### config.mk
export PLATFORM = sky130hd
export DESIGN_NAME = regbank_dump_ctrl_flat
export DESIGN_NICKNAME = d
export VERILOG_FILES = /design/src/rtl/regbank_dump_ctrl_if.sv /design/src/rtl/regbank_dump_ctrl.sv /design/src/flat_wrapper.sv
export SDC_FILE = /design/constraint.sdc
export NUM_CORES = 1
export LEC_CHECK = 0
export BUFFER_PORTS_ARGS = -buffer_cell sky130_fd_sc_hd__buf_2
export CAP_MARGIN = 20
export CORE_ASPECT_RATIO = 1.4
export CORE_UTILIZATION = 45
export DETAILED_ROUTE_END_ITERATION = 16
export PLACE_DENSITY = 0.8
export SKIP_LAST_GASP = 1
export SLEW_MARGIN = 20
export SYNTH_ARGS = -nofsm -noshare
export SYNTH_HDL_FRONTEND = slang
export SYNTH_SLANG_ARGS = --single-unit
### constraint.sdc
create_clock -name clk -period 2.53 [get_ports clk]
set_clock_uncertainty 0.05 [all_clocks]
set_input_delay 0.253 -clock clk [delete_from_list [all_inputs] [get_ports clk]]
set_output_delay 0.253 -clock clk [all_outputs]
set_load 0.005 [all_outputs]
### src/rtl/regbank_dump_ctrl_if.sv
// Dump stream bundle: one beat per valid/ready handshake, plus an end-of-dump pulse.
interface regbank_dump_ctrl_if #(
  parameter int ADDR_W = 5,
  parameter int DATA_W = 32
);
  logic              dump_valid;
  logic              dump_ready;
  logic [ADDR_W-1:0] dump_idx;
  logic [DATA_W-1:0] dump_data;
  logic              dump_done;

  modport master (
    output dump_valid,
    output dump_idx,
    output dump_data,
    output dump_done,
    input  dump_ready
  );

  modport slave (
    input  dump_valid,
    input  dump_idx,
    input  dump_data,
    input  dump_done,
    output dump_ready
  );
endinterface

### src/rtl/regbank_dump_ctrl.sv
// Debug-dump controller for the ID-stage register bank: stalls and drains the pipe,
// borrows read port 1, streams every register out, then hands the port back.
module regbank_dump_ctrl #(
  parameter int NUM_REGS     = 32,
  parameter int ADDR_W       = 5,
  parameter int DATA_W       = 32,
  parameter int DRAIN_CYCLES = 4
) (
  input  logic              clk,
  input  logic              reset,
  input  logic              i_dump_req,
  input  logic [ADDR_W-1:0] i_pipe_rs,
  input  logic [ADDR_W-1:0] i_pipe_rt,
  output logic [ADDR_W-1:0] o_rd_addr_1,
  output logic [ADDR_W-1:0] o_rd_addr_2,
  input  logic [DATA_W-1:0] i_rd_data_1,
  input  logic              i_reg_write,
  input  logic [ADDR_W-1:0] i_write_register,
  input  logic [DATA_W-1:0] i_write_data,
  output logic              o_stall,
  output logic              o_busy,
  regbank_dump_ctrl_if.master dump
);

  localparam int CNT_W = (DRAIN_CYCLES > 1) ? $clog2(DRAIN_CYCLES) : 1;
  localparam logic [CNT_W-1:0]  CNT_LAST = CNT_W'(DRAIN_CYCLES - 1);
  localparam logic [ADDR_W-1:0] IDX_LAST = ADDR_W'(NUM_REGS - 1);

  typedef enum logic [2:0] {
    IDLE,
    DRAIN,
    READ,
    SEND,
    DONE
  } state_t;

  state_t            state;
  logic [ADDR_W-1:0] idx;
  logic [CNT_W-1:0]  drain_cnt;
  logic              req_q;
  logic              req_rise;
  logic              fwd_hit;
  logic [DATA_W-1:0] read_value;

  assign req_rise = i_dump_req & ~req_q;

  // WB writes land in the bank after this read, so the in-flight value wins; r0 is hardwired.
  always_comb begin
    fwd_hit    = i_reg_write && (i_write_register == idx) && (idx != '0);
    read_value = fwd_hit ? i_write_data : i_rd_data_1;
  end

  always_comb begin
    o_rd_addr_1 = (state == READ) ? idx : i_pipe_rs;
    o_rd_addr_2 = i_pipe_rt;
  end

  always_ff @(posedge clk or negedge reset) begin
    if (!reset) begin
      state          <= IDLE;
      idx            <= '0;
      drain_cnt      <= '0;
      req_q          <= 1'b0;
      o_stall        <= 1'b0;
      o_busy         <= 1'b0;
      dump.dump_valid <= 1'b0;
      dump.dump_done  <= 1'b0;
      dump.dump_data  <= '0;
      dump.dump_idx   <= '0;
    end else begin
      req_q          <= i_dump_req;
      dump.dump_done <= 1'b0;
      unique case (state)
        IDLE: begin
          if (req_rise) begin
            state     <= DRAIN;
            drain_cnt <= '0;
            o_stall   <= 1'b1;
            o_busy    <= 1'b1;
          end
        end
        DRAIN: begin
          drain_cnt <= drain_cnt + 1'b1;
          if (drain_cnt == CNT_LAST) begin
            state <= READ;
          end
        end
        READ: begin
          dump.dump_data  <= read_value;
          dump.dump_idx   <= idx;
          dump.dump_valid <= 1'b1;
          state           <= SEND;
        end
        SEND: begin
          if (dump.dump_ready) begin
            dump.dump_valid <= 1'b0;
            if (idx == IDX_LAST) begin
              state          <= DONE;
              dump.dump_done <= 1'b1;
            end else begin
              idx   <= idx + 1'b1;
              state <= READ;
            end
          end
        end
        DONE: begin
          state   <= IDLE;
          idx     <= '0;
          o_stall <= 1'b0;
          o_busy  <= 1'b0;
        end
        default: begin
          state <= IDLE;
        end
      endcase
    end
  end

endmodule

### src/flat_wrapper.sv
// flat-port wrapper written by rule: the top's interface ports become plain ports
module regbank_dump_ctrl_flat 
#(
  parameter int NUM_REGS     = 32,
  parameter int ADDR_W       = 5,
  parameter int DATA_W       = 32,
  parameter int DRAIN_CYCLES = 4
)
  (clk, reset, i_dump_req, i_pipe_rs, i_pipe_rt, o_rd_addr_1, o_rd_addr_2, i_rd_data_1, i_reg_write, i_write_register, i_write_data, o_stall, o_busy, dump_dump_valid, dump_dump_idx, dump_dump_data, dump_dump_done, dump_dump_ready);
  regbank_dump_ctrl_if #(.ADDR_W(ADDR_W), .DATA_W(DATA_W)) dump_i ();
  input  logic clk;
  input  logic reset;
  input  logic i_dump_req;
  input  logic [ADDR_W-1:0] i_pipe_rs;
  input  logic [ADDR_W-1:0] i_pipe_rt;
  output logic [ADDR_W-1:0] o_rd_addr_1;
  output logic [ADDR_W-1:0] o_rd_addr_2;
  input  logic [DATA_W-1:0] i_rd_data_1;
  input  logic i_reg_write;
  input  logic [ADDR_W-1:0] i_write_register;
  input  logic [DATA_W-1:0] i_write_data;
  output logic o_stall;
  output logic o_busy;
  output wire logic [$bits(dump_i.dump_valid)-1:0] dump_dump_valid;
  output wire logic [$bits(dump_i.dump_idx)-1:0] dump_dump_idx;
  output wire logic [$bits(dump_i.dump_data)-1:0] dump_dump_data;
  output wire logic [$bits(dump_i.dump_done)-1:0] dump_dump_done;
  input wire logic [$bits(dump_i.dump_ready)-1:0] dump_dump_ready;
  assign dump_dump_valid = dump_i.dump_valid;
  assign dump_dump_idx = dump_i.dump_idx;
  assign dump_dump_data = dump_i.dump_data;
  assign dump_dump_done = dump_i.dump_done;
  assign dump_i.dump_ready = dump_dump_ready;
  regbank_dump_ctrl #(.NUM_REGS(NUM_REGS), .ADDR_W(ADDR_W), .DATA_W(DATA_W), .DRAIN_CYCLES(DRAIN_CYCLES)) u_core (.clk(clk), .reset(reset), .i_dump_req(i_dump_req), .i_pipe_rs(i_pipe_rs), .i_pipe_rt(i_pipe_rt), .o_rd_addr_1(o_rd_addr_1), .o_rd_addr_2(o_rd_addr_2), .i_rd_data_1(i_rd_data_1), .i_reg_write(i_reg_write), .i_write_register(i_write_register), .i_write_data(i_write_data), .o_stall(o_stall), .o_busy(o_busy), .dump(dump_i));
endmodule
==> impl_metrics.yaml <==
timing:
  rsz0062_at_grt: "no"
  min_period_ns: 2.28
  drv_slew: 0
  fin_tns_setup_ns: 0
  fmax_ghz: 0.439
  max_slew_margin: 0.678
  period_share: 0.901
  finalSetupViolCount: 0
  worst_pin_slew_ns: 0.483
  finalHoldViolCount: 0
  hold_slack_ns: 0.0202
setup_path:
  slowest_stage: "dfrtp_1"
  worstPathMaxFanout: 35
  crit_path_max_incr_delay_ns: 0.43
  path_class: "reg -> out"
  arrival_ns: 1.98
  path_common_cell: "nand2_1"
  crit_path_start_kind: "flop"
  crit_family: "simple AND/OR/NAND/NOR gates"
  cp_cell_sequence: "nand2b_2, or2_2, buf_4, nand2_1, nand2_1, buf_2"
  required_ns: 2.23
  cp-end-kind: "output port"
  critical_path_buf_inv_count: 2
synthesis:
  synth_edf_count: 0
  postSynth.asyncResetShare: 1.00
  synth_seq_cells: 51
  synth_cell_types: 33
  yosysSeqAreaShare: 0.491
  ys.flop_type: "dfrtp_1"
  syn_area_sq_mm: 0.00260
  synthCells: 216
  avgSynthCellArea_sq_um: 12.0
  synth.yosys.warnings: 0
  syn_nets: 304
power_and_ir_drop:
  power_switching_mw: 1.14
  vdd_drop_max_mv: 0.499
  cellPowerDensity_mw_per_mm2: 1060
  pwr-share-seq: 0.406
  combPwrFrac: 0.473
  clock_power_share: 0.121
  switching_share: 0.326
  p_leak_nw: 1.68
  total_power_mw: 3.51
  internal_power_mw: 2.37
clock_network:
  htreeDepth: 2
  clkLatencyLatePin_ns: 0.30
  clk_path_buf_depth: 2
  path_clk_slew_ns: 0.08
  clock-sinks: 51
  cts_made_buffers: 5
  cts_root_buffer: "clkbuf_8"
  post-cts-setup-buffer-count: 0
  cts_tree: "done"
die:
  rows: 32
  start_util: 0.470
  fp.dieW_microns: 66.2
  die_y_microns: 91.9
  core_area_sq_mm: 0.00553
  die_area_sq_mm: 0.00609
  ios: 135
global_route:
  gr-total-overflow: 0
  antenna_found_initial: 0
  grt_use_total: 0.196
  met2_usage: 0.355
  grt_pass1_vias: 2126
  gr-usage-met1: 0.203
  busiest_layer: "met2"
  use_met3: 0.0622
  grt_pass1_wl_mm: 8.98
  grt_max_degree: 36
routing:
  vias: 2030
  drc: 0
  wl_mm: 5.39
  first_iter_violations: 123
  firstDrtPassIters: 4
  ant_nets: 0
  viasPerCell: 5.01
  wire_per_inst_microns: 13.3
cells_and_area:
  drive_above_1_share: 0.599
  final_design_area_no_fill_sq_mm: 0.00333
  n_antenna_cell: 0
  utilization: 0.602
  areaGrowthSynthToFinish_pct: 28.1
  nNetsFinal: 426
worst_hold_path:
  hp-class: "in -> reg"
placed_design:
  gp_congestion: 0.780
  io_buffers: 124
  placed_cell_area_sq_mm: 0.00325
  place_hpwl_mm: 4.24
flow_run:
  cap_violations: 0
status:
  outcome: "finished, final reports clean"
-- worst reg2reg max path: cells and delay by family (launching register included) --
kind / cells / cell delay [ns]
AOI/OAI and AO/OA: 2 / 0.73
DFF: 1 / 0.44
muxes: 1 / 0.37
buffers and inverters: 2 / 0.36
adders and majority gates: 1 / 0.21
-- timing repair --
action	CTS	global route
setup endpoints to repair	0	0
resized for setup	0	0
endpoints found under the hold margin	20	0
hold buffers	1	0
-- cell usage after synthesis (3+ instances only) --
library cell | instances | area share
clkbuf_1 | 3 | 0.0043
buf_6 | 4 | 0.017
mux2_2 | 62 | 0.27
nor2_1 | 7 | 0.010
xnor2_1 | 3 | 0.010
dfrtp_1 | 51 | 0.49
nand3_1 | 4 | 0.0077
a21oi_1 | 3 | 0.0058
mux2_1 | 3 | 0.013
ha_1 | 4 | 0.019
buf_2 | 3 | 0.0058
buf_4 | 6 | 0.017
inv_1 | 5 | 0.0072
nand2_1 | 33 | 0.048
o21ai_0 | 6 | 0.012
-- through the flow --
step,setup WS [ns],instances
2_1_floorplan,0.354,216
3_3_place_gp,0.343,398
3_5_place_dp,0.279,398
4_1_cts,0.212,405
5_1_grt,0.0944,405
6_report,0.250,405
-- layer usage --
| metal | part of all wire | up-vias |
|---|---|---|
| met5 | 0 | - |
| met3 | 0.077 | 12 |
| met2 | 0.54 | 83 |
| li1 | - | 984 |
| met4 | 0.025 | 0 |
| met1 | 0.36 | 951 |
-- final timing paths --
kind                            slack, ns  depth (start not counted)                     from                   endpoint
worst max-delay path                 0.25                          6          u_core.state[2]             o_rd_addr_1[3]
worst min-delay path                 0.02                          1               i_dump_req               u_core.req_q
worst max register to register       0.27                          6            u_core.idx[0]  u_core.dump.dump_data[22]
worst min register to register       0.43                          2  u_core.dump.dump_idx[4]    u_core.dump.dump_idx[4]
max in group asynchronous            1.42                          3                    reset  u_core.dump.dump_data[14]
min in group asynchronous            0.39                          2                    reset    u_core.dump.dump_idx[2]
-- power by group through the flow --
stage          combinational, mW  sequential (mW)  clock [mW]
2_1_floorplan               1.08             1.45           0
3_5_place_dp                1.70             1.45           0
3_3_place_gp                1.63             1.42           0
4_1_cts                     1.70             1.43       0.451
6_report                    1.66             1.43       0.424
5_1_grt                     1.87             1.48       0.475
-- cells in the final DEF, fill, tap and decap left out, drive strengths merged, types with 2 or more instances in the layout --
master	Yosys	final
nand2	33	33
buf	13	130
nand2b	2	2
o21ai	6	6
mux2	65	65
a21oi	3	3
nor2	7	7
clkbuf	3	6
inv	5	5
ha	4	4
dfrtp	51	51
nand3	4	4
nand4	2	2
xnor2	3	3
-- cells by family (layout without fill, tap and decap cells) --
kind of cell	count (synthesis)	in the layout	synth area share
AOI/OAI and AO/OA	15	15	0.0448
adders and majority gates	4	4	0.0193
xor gates and xnor gates	4	4	0.0135
and+or+nand+nor	55	55	0.0939
buffers and inverters	21	142	0.0520
DFF	51	51	0.491
muxes	66	66	0.286
-- state kept, by name (all words and copies together) (netlist names) --
register                cells
u_core.dump.dump_valid      1
u_core.o_stall              1
u_core.dump.dump_idx        5
u_core.req_q                1
u_core.dump.dump_data      32
u_core.dump.dump_done       1
u_core.state                3
u_core.idx                  5
u_core.drain_cnt            2
-- final cells by class --
| type | count | area (sq um) |
|---|---|---|
| timing repair buffer | 131 | 688 |
| tap | 68 | 85.1 |
| multi-input combinational | 144 | 1190 |
| clock buffer | 6 | 72.6 |
| fill | 469 | 2200 |
| sequential | 51 | 1280 |
| inverter | 5 | 18.8 |
Power figures use the tool's default switching activity.
